`src/rtl/power_pkg.sv`:
```
// power_pkg: shared power-state types, configuration record and wake-delay default
package power_pkg;
  localparam int unsigned WAKE_DELAY_DEFAULT = 16;
  typedef enum logic [2:0] {
    ACTIVE           = 3'd0,
    IDLE             = 3'd1,
    SLEEP            = 3'd2,
    DEEP_SLEEP       = 3'd3,
    THERMAL_THROTTLE = 3'd4
  } power_state_t;
  typedef struct packed {
    logic [31:0] DEFAULT_IDLE_TIMEOUT;
    logic [31:0] DEFAULT_SLEEP_TIMEOUT;
    logic        power_gating_en;
    logic        aggressive_gating;
    logic        cache_gating_en;
    logic        retention_mode;
  } power_config_t;
endpackage

```
`src/rtl/power_state_ctrl.sv`:
```
// power_state_ctrl: idle/sleep/deep-sleep/thermal power FSM with quiesce handshake and timed wake restore
module power_state_ctrl
  import power_pkg::*;
#(
  parameter int unsigned WAKE_DELAY = WAKE_DELAY_DEFAULT
) (
  input  logic          clk_i,
  input  logic          rst_i,
  input  power_config_t cfg_i,
  input  logic          core_active_i,
  input  logic          wake_i,
  input  logic          thermal_alert_i,
  input  logic          quiesce_ack_i,
  output logic          quiesce_req_o,
  output power_state_t  power_state_o,
  output logic          clk_gate_en_o,
  output logic          cache_gate_en_o,
  output logic          retention_en_o,
  output logic          pwr_gate_en_o,
  output logic          throttle_o,
  output logic          state_change_o
);
  power_state_t nxt;
  logic [31:0] cnt, cnt_n;
  logic [7:0] wcnt, wcnt_n;
  logic rest, rest_n, qreq_n, go, hot, idle_hit, sleep_hit, slp_n;
  always_comb begin
    go = core_active_i | wake_i;
    hot = thermal_alert_i & (power_state_o == ACTIVE || power_state_o == IDLE || power_state_o == SLEEP);
    idle_hit = cfg_i.DEFAULT_IDLE_TIMEOUT != '0 && cnt >= cfg_i.DEFAULT_IDLE_TIMEOUT;
    sleep_hit = cfg_i.DEFAULT_SLEEP_TIMEOUT != '0 && cnt >= cfg_i.DEFAULT_SLEEP_TIMEOUT;
    nxt = power_state_o;
    rest_n = rest;
    wcnt_n = wcnt;
    qreq_n = 1'b0;
    if (hot) nxt = THERMAL_THROTTLE;
    else case (power_state_o)
      ACTIVE: nxt = (!go && idle_hit) ? IDLE : ACTIVE;
      IDLE: begin
        if (go) nxt = ACTIVE;
        else if (quiesce_req_o && quiesce_ack_i) nxt = SLEEP;
        else qreq_n = quiesce_req_o | sleep_hit;
      end
      SLEEP: nxt = go ? ACTIVE : (cfg_i.power_gating_en && sleep_hit) ? DEEP_SLEEP : SLEEP;
      DEEP_SLEEP: begin
        if (rest) begin
          nxt = (wcnt == 8'd0) ? ACTIVE : DEEP_SLEEP;
          rest_n = wcnt != 8'd0;
          wcnt_n = (wcnt == 8'd0) ? 8'd0 : wcnt - 8'd1;
        end else if (go) begin
          rest_n = 1'b1;
          wcnt_n = 8'(WAKE_DELAY - 1);
        end
      end
      THERMAL_THROTTLE: nxt = thermal_alert_i ? THERMAL_THROTTLE : ACTIVE;
      default: nxt = ACTIVE;
    endcase
    cnt_n = (go || nxt != power_state_o) ? '0 : (cnt == '1) ? cnt : cnt + 32'd1;
    slp_n = nxt == SLEEP || nxt == DEEP_SLEEP;
  end
  always_ff @(posedge clk_i) begin
    if (rst_i) begin
      power_state_o <= ACTIVE;
      cnt <= '0;
      wcnt <= '0;
      rest <= 1'b0;
      quiesce_req_o <= 1'b0;
      state_change_o <= 1'b0;
      clk_gate_en_o <= 1'b0;
      cache_gate_en_o <= 1'b0;
      retention_en_o <= 1'b0;
      pwr_gate_en_o <= 1'b0;
      throttle_o <= 1'b0;
    end else begin
      power_state_o <= nxt;
      cnt <= cnt_n;
      wcnt <= wcnt_n;
      rest <= rest_n;
      quiesce_req_o <= qreq_n;
      state_change_o <= nxt != power_state_o;
      clk_gate_en_o <= (nxt == IDLE) ? cfg_i.aggressive_gating : slp_n;
      cache_gate_en_o <= slp_n & cfg_i.cache_gating_en;
      retention_en_o <= rest_n ? retention_en_o : slp_n & cfg_i.retention_mode;
      pwr_gate_en_o <= nxt == DEEP_SLEEP && !rest_n;
      throttle_o <= nxt == THERMAL_THROTTLE;
    end
  end
endmodule

```
`config.mk`:
```
export PLATFORM = sky130hd
export DESIGN_NAME = power_state_ctrl
export DESIGN_NICKNAME = d
export VERILOG_FILES = /design/src/rtl/power_pkg.sv /design/src/rtl/power_state_ctrl.sv
export SDC_FILE = /design/constraint.sdc
export NUM_CORES = 1
export LEC_CHECK = 0
export ABC_AREA = 1
export BUFFER_PORTS_ARGS = -buffer_cell sky130_fd_sc_hd__buf_2
export CAP_MARGIN = 20
export CORE_MARGIN = 1.5
export CORE_UTILIZATION = 30
export CTS_CLUSTER_SIZE = 12
export DETAILED_ROUTE_END_ITERATION = 7
export PLACE_DENSITY_LB_ADDON = 0.25
export SETUP_SLACK_MARGIN = 0.2
export SLEW_MARGIN = 20
export SYNTH_ARGS = -nofsm -noshare
export SYNTH_HDL_FRONTEND = slang
export SYNTH_SLANG_ARGS = --single-unit
```
`constraint.sdc`:
```
create_clock -name clk_i -period 2.9 [get_ports clk_i]
set_clock_uncertainty 0.2 [all_clocks]
set_input_delay 0.29 -clock clk_i [delete_from_list [all_inputs] [get_ports clk_i]]
set_output_delay 0.29 -clock clk_i [all_outputs]
set_load 0.05 [all_outputs]
```
==> results.sh, run 1 <==
export IMPL_drc=0
export IMPL_drive_gt1_share_pct=27.2
export IMPL_die_w_um=126
export IMPL_synth_common_cells="nand2_1 (120), inv_1 (110), ha_1 (66), nor2_1 (63), dfxtp_1 (51)"
export IMPL_crit_fanout=8
export IMPL_synthToLayoutAreaGrowth_pct=25.0
export IMPL_routed_top_layer="met4"
export IMPL_track_usage_pct=14.4
export IMPL_seq_area_um2=1050
export IMPL_synth_area_um2=4510
export IMPL_max_stage_delay_ns=0.35
export IMPL_clk_latency_ns=0.29
export IMPL_required_ns=2.93
export IMPL_initial_core_util_pct=30.9
export IMPL_wl_met1_mm=5.76
export IMPL_combPwrFrac_pct=13.0
export IMPL_cp_data_arrival_time_ns=2.62
export IMPL_fp_dieArea_um2=15800
export IMPL_maxSlewViolCount=0
export IMPL_path_class="flop to flop"
export IMPL_synth_top_area_cell="dfxtp_1"
export IMPL_avgSynthCellArea_um2=7.03
export IMPL_yosys_cell_count_top_type="nand2_1"
export IMPL_finalPower_mw=1.61
export IMPL_num_vias=4222
export IMPL_wl_met2_mm=5.22
export IMPL_crit_chain="ha_1, nand2_1, inv_1, nand4_4, nor4_4, nand2_1, nand2_1, nand3_1, nand2_1, nand2_1, nand2_2, nand2_2, nand2_2, nand4_4, clkbuf_16, nor2_4"
export IMPL_clock_fmax_mhz=386
export IMPL_drtAntennaViolNets=0
export IMPL_wl_met3_um=449
export IMPL_vias_per_cell=4.57
export IMPL_leakage_nw=2.74
export IMPL_dp_hpwl_mm=9.24
export IMPL_synth_warning_count=0
export IMPL_min_path_type="primary input to flop"
export IMPL_status="finished clean"
export IMPL_synth_seq_area_share_pct=22.6
export IMPL_cap_violations=0
export IMPL_multi_input_area_um2=3210
export IMPL_layout_nets=878
export IMPL_dr_pass1_iters=4
export IMPL_end_kind="flop"
export IMPL_cts_tree="built"
export IMPL_rsz0062_at_grt="true"
export IMPL_root_buffer="clkbuf_16"
export IMPL_numPortBuffers=83
export IMPL_antenna_found_initial=0
export IMPL_tns_ns=0
export IMPL_drt_iter0_markers=107
export IMPL_fin_crit_sh_pct=89.3
export IMPL_synthCells=642
export IMPL_routed_wirelength_mm=11.5
export IMPL_clockBufferDepth=2
export IMPL_cts_buffers=5
export IMPL_synthArstFlopShare_pct=0
export IMPL_tightest_slew_ns=0.507
export IMPL_crit_family="simple AND/OR/NAND/NOR gates"
export IMPL_syn_nets=782
export IMPL_grt_pass1_wl_mm=18.8
export IMPL_synthFlopType="dfxtp_1"
export IMPL_grt_overflow=0
export IMPL_cp_start_kind="flop"
export IMPL_synth_edf_count=0
export IMPL_path_buf_inv=2
export IMPL_synth_seq_cells=51
export IMPL_clk_pin_slew_ns=0.07
export IMPL_netSwitchingPower_mw=0.394
export IMPL_switching_share_pct=24.5
export IMPL_hold_violations=0
export IMPL_first_global_vias=3960
export IMPL_clock_sinks=51
export IMPL_nFillCells=1579
export IMPL_post_drt_wl_per_cell_um=12.5
export IMPL_peakVddDrop_uv=248
export IMPL_grt_start_max_net_pins=33
export IMPL_gp_congestion=0.754
export IMPL_power_frac_clock_pct=43.4
export IMPL_die_h_um=126
export IMPL_ios=84
export IMPL_power_density_nw_per_um2=285
export IMPL_finalCriticalPeriod_ns=2.59
export IMPL_setup_viol=0
export IMPL_power_frac_seq_pct=43.7
export IMPL_core_area_um2=14600
export IMPL_synth_top_area_share_pct=22.6
export IMPL_netlist_top_cells_area="dfxtp_1 (23%), ha_1 (18%), nand2_1 (10%)"
export IMPL_maxSlewHeadroom_pct=65.9
export IMPL_slowest_stage="dfxtp_2"
export IMPL_worst_path_most_repeated_cell="nand2_1"
export IMPL_p_int_mw=1.21
export IMPL_h_tree_depth=2
export IMPL_rrSetupSlack_ns=0.31
export IMPL_row_count=44
export IMPL_ys_types=40
export IMPL_antennaDiodeCount=0
per-stage QoR:
stage	hold WS [ns]	worst slack (ns)	cell area, µm²	cells	utilization [%]
2_1_floorplan	0.229	0.638	4510	642	-
3_3_place_gp	0.256	0.108	5170	910	35.4
3_5_place_dp	0.259	0.121	5170	910	35.4
4_1_cts	0.0310	0.207	5370	918	36.8
5_1_grt	0.0511	0.112	5640	923	38.7
6_report	0.0343	0.310	5640	923	38.7
per-layer routing:
layer | vias up | global-route usage (%)
met5 | - | 0
met2 | 73 | 24.0
met1 | 1861 | 20.4
li1 | 2283 | -
met3 | 5 | 1.36
met4 | 0 | 2.61
cells by family after synthesis:
group	share of synthesized area, %
DFF	22.6
xor gates and xnor gates	6.57
AOI/OAI and AO/OA	7.74
adders and majority gates	18.3
and+or+nand+nor	34.3
buffers and inverters	10.4
what timing repair did:
action                                  CTS  global route
gates cloned                              0             3
hold buffers                              0             0
pin swaps                                 0             7
resized for setup                         6            50
setup buffers                             0             2
endpoints found under the setup margin   32            32
path summary, 6_finish.rpt:
path,startpoint,end,cells after the start
setup / recovery,cnt[27],cnt[24],16
hold / removal,cfg_i[2],clk_gate_en_o,3
setup reg to reg,cnt[27],cnt[24],16
hold reg to reg,wcnt[1],wcnt[1],2
final cells by class:
class / instances / share of cell area, %
multi-input cells: 472 / 56.8
flip-flops and latches: 51 / 18.7
repair buffers: 94 / 9.74
inverters: 114 / 7.59
well taps: 184 / 4.08
clock buffers: 6 / 2.46
clock inverters: 2 / 0.621
cells in the final DEF, fill, tap and decap left out, types with 14 or more instances in the layout:
cell type | synthesis | final
buf_2 | 1 | 83
nor2_2 | 31 | 27
ha_1 | 66 | 62
inv_1 | 110 | 110
nand2_1 | 120 | 116
dfxtp_1 | 51 | 34
a21oi_1 | 37 | 36
xor2_1 | 22 | 22
nand3_1 | 21 | 20
nor4_1 | 18 | 17
nand4_1 | 16 | 16
nor3_1 | 14 | 14
o21ai_0 | 14 | 14
nor2_1 | 63 | 55
power groups by stage:
stage          logic, mW  registers (mW)  clock network (mW)
6_report           0.209           0.702               0.697
5_1_grt            0.239           0.703               0.736
4_1_cts            0.194           0.706               0.707
3_5_place_dp       0.191           0.723                   0
3_3_place_gp       0.191           0.723                   0
2_1_floorplan     0.0995           0.733                   0
registers in the layout, summed over array words and instances, names as in the netlist:
| register | count |
|---|---|
| throttle_o | 1 |
| cnt | 32 |
| wcnt | 8 |
| retention_en_o | 1 |
| rest | 1 |
| quiesce_req_o | 1 |
| state_change_o | 1 |
| power_state_o | 3 |
| cache_gate_en_o | 1 |
| clk_gate_en_o | 1 |
| pwr_gate_en_o | 1 |
worst min-delay path: stages:
cell and delay, ns:
buf_2 0.08, nand3_1 0.06, o21ai_0 0.06
No activity file was read; power rests on OpenSTA's default activity.
==> run 2: changes to the inputs <==
==> constraint.sdc (replaced) <==
create_clock -name clk_i -period 2.9 [get_ports clk_i]
set_clock_uncertainty 0.2 [all_clocks]
set_input_delay 0.435 -clock clk_i [delete_from_list [all_inputs] [get_ports clk_i]]
set_output_delay 0.435 -clock clk_i [all_outputs]
set_load 0.05 [all_outputs]
==> run 2 against run 1 <==
  * Via count is 0.50% higher
  * Critical path type unchanged
  * Critical path depth unchanged
  * Routed wire length is 2.3% higher
  * Final area increased by 0.53%
  * Core utilization rose by 0.21 points
  * Flip-flop and latch count is the same
  * Cell count up 0.76%
  * Highest routed layer unchanged
  * Sequential share of layout area shrank 0.14 points
  * Maximum frequency decreased by 6.8%
  * Die area unchanged
  * Worst hold slack improved by 0.13 ns
==> results.sh, run 2 (synthesized netlist as in run 1, its figures left out) <==
export IMPL_gp_congestion=0.780
export IMPL_track_usage_pct=14.6
export IMPL_combPwrFrac_pct=13.8
export IMPL_clockBufferDepth=2
export IMPL_drt_iter0_markers=221
export IMPL_finalPower_mw=1.55
export IMPL_r2r_cells=16
export IMPL_worst_path_most_repeated_cell="nand2_2"
export IMPL_maxSlewHeadroom_pct=69.9
export IMPL_vias_per_cell=4.56
export IMPL_min_path_type="primary input to flop"
export IMPL_hold_worst_slack_ns=0.167
export IMPL_initial_core_util_pct=30.9
export IMPL_fin_crit_sh_pct=95.8
export IMPL_cts_tree="built"
export IMPL_leakage_nw=2.77
export IMPL_grt_start_max_net_pins=22
export IMPL_clk_latency_ns=0.29
export IMPL_cp_start_kind="flop"
export IMPL_peakVddDrop_uv=190
export IMPL_power_frac_clock_pct=40.7
export IMPL_core_area_um2=14600
export IMPL_post_drt_wl_per_cell_um=12.7
export IMPL_slowest_stage="dfxtp_4"
export IMPL_root_buffer="clkbuf_16"
export IMPL_reg_top3="cnt (32), wcnt (8), power_state_o (3)"
export IMPL_worstReg2RegEnd="cnt[14]"
export IMPL_rsz0062_at_grt="true"
export IMPL_status="finished clean"
export IMPL_max_stage_delay_ns=0.38
export IMPL_crit_fanout=6
export IMPL_setup_viol=0
export IMPL_finalCriticalPeriod_ns=2.78
export IMPL_dp_hpwl_mm=9.30
export IMPL_cp_data_arrival_time_ns=2.80
export IMPL_row_count=44
export IMPL_postLayoutCellArea_um2=5670
export IMPL_cap_violations=0
export IMPL_hold_violations=0
export IMPL_drc=0
export IMPL_crit_chain="ha_4, nand2_4, nor2_4, nand4_4, nor4_4, nand2_1, nand2_2, nand3_2, nand2_1, nand2_1, nand2_2, nand2_2, nand2_2, nand4_4, clkbuf_16, nor2_2"
export IMPL_power_frac_seq_pct=45.4
export IMPL_layout_commonest_cell="nand2_1"
export IMPL_die_h_um=126
export IMPL_drive_gt1_share_pct=27.7
export IMPL_num_vias=4243
export IMPL_tightest_slew_ns=0.448
export IMPL_placed_area_um2=5210
export IMPL_fp_dieArea_um2=15800
export IMPL_critPathCapture="cnt[14]"
export IMPL_numPortBuffers=83
export IMPL_path_class="flop to flop"
export IMPL_cts_buffers=5
export IMPL_final_cell_mix="nand2_1 (113), inv_1 (109), buf_2 (83)"
export IMPL_antennaDiodeCount=0
export IMPL_p_int_mw=1.16
export IMPL_maxSlewViolCount=0
export IMPL_dr_pass1_iters=4
export IMPL_netSwitchingPower_mw=0.388
export IMPL_clk_pin_slew_ns=0.07
export IMPL_layout_nets=885
export IMPL_h_tree_depth=2
export IMPL_top_register="cnt"
export IMPL_grt_overflow=0
export IMPL_power_density_nw_per_um2=273
export IMPL_clock_fmax_mhz=360
export IMPL_ios=84
export IMPL_stdcell_count=930
export IMPL_drtAntennaViolNets=0
export IMPL_critPathLaunch="cnt[29]"
export IMPL_clock_sinks=51
export IMPL_end_kind="flop"
export IMPL_first_global_vias=3981
export IMPL_dpl_cell_count=915
export IMPL_switching_share_pct=25.1
export IMPL_required_ns=2.92
export IMPL_rrSetupSlack_ns=0.12
export IMPL_routed_wirelength_mm=11.8
export IMPL_synthToLayoutAreaGrowth_pct=25.7
export IMPL_grt_pass1_wl_mm=18.9
export IMPL_worstReg2RegStart="cnt[29]"
export IMPL_die_w_um=126
export IMPL_largest_reg_flops=32
export IMPL_antenna_found_initial=0
-- run 2: repair_timing --
item / CTS / global route
hold buffers: 0 / 0
gates resized for setup: 3 / 46
cloned: 0 / 4
pin swaps: 0 / 12
endpoints found under the setup margin: 32 / 33
buffers inserted: 0 / 3
-- run 2: worst min path at each step --
stage | slack, ns | cells after the start | end | startpoint
3_3_place_gp | 0.26 | 2 | wcnt[1] | wcnt[1]
3_5_place_dp | 0.26 | 1 | retention_en_o | retention_en_o
5_1_grt | 0.20 | 3 | clk_gate_en_o | cfg_i[2]
4_1_cts | 0.16 | 3 | clk_gate_en_o | cfg_i[2]
2_1_floorplan | 0.25 | 2 | wcnt[0] | wcnt[0]
6_report | 0.17 | 3 | clk_gate_en_o | cfg_i[2]
-- run 2: layout make-up --
class / instances / area [µm²]
clock buffers: 8 / 156
fillers: 1510 / 8920
flip-flops and latches: 51 / 1050
multi-input cells: 472 / 3180
well taps: 184 / 230
inverters: 114 / 428
repair buffers: 101 / 627
-- run 2: worst max-delay path: cells and delay by family (launching register included) --
kind	cells	cell delay, ns
buffers and inverters	1	0.26
adder cells (fa/ha/maj)	1	0.29
AND/OR/NAND/NOR	14	1.56
flip-flops	1	0.38
-- run 2: power by group through the flow --
stage          sequential [mW]  combinational, mW  clock, mW
5_1_grt                  0.703              0.245      0.673
4_1_cts                  0.706              0.195      0.644
3_3_place_gp             0.723              0.192          0
2_1_floorplan            0.733             0.0995          0
3_5_place_dp             0.722              0.192          0
6_report                 0.702              0.214      0.630
-- run 2: stage by stage --
stage          setup WS [ns]  TNS, ns  util [%]
4_1_cts                0.202        0      36.9
3_5_place_dp         -0.0353   -0.240      35.7
6_report               0.122        0      38.9
5_1_grt               0.0277        0      38.9
3_3_place_gp         -0.0348   -0.545      35.7
2_1_floorplan          0.584        0         -
-- run 2: layer usage --
| layer | GRT usage [%] | wire, µm | share of wire [%] | up-vias |
|---|---|---|---|---|
| met1 | 20.7 | 5860 | 50 | 1862 |
| met3 | 1.83 | 500 | 4.2 | 8 |
| met5 | 0 | 0 | 0 | - |
| li1 | - | - | - | 2292 |
| met2 | 23.3 | 5290 | 45 | 81 |
| met4 | 3.81 | 136 | 1.2 | 0 |
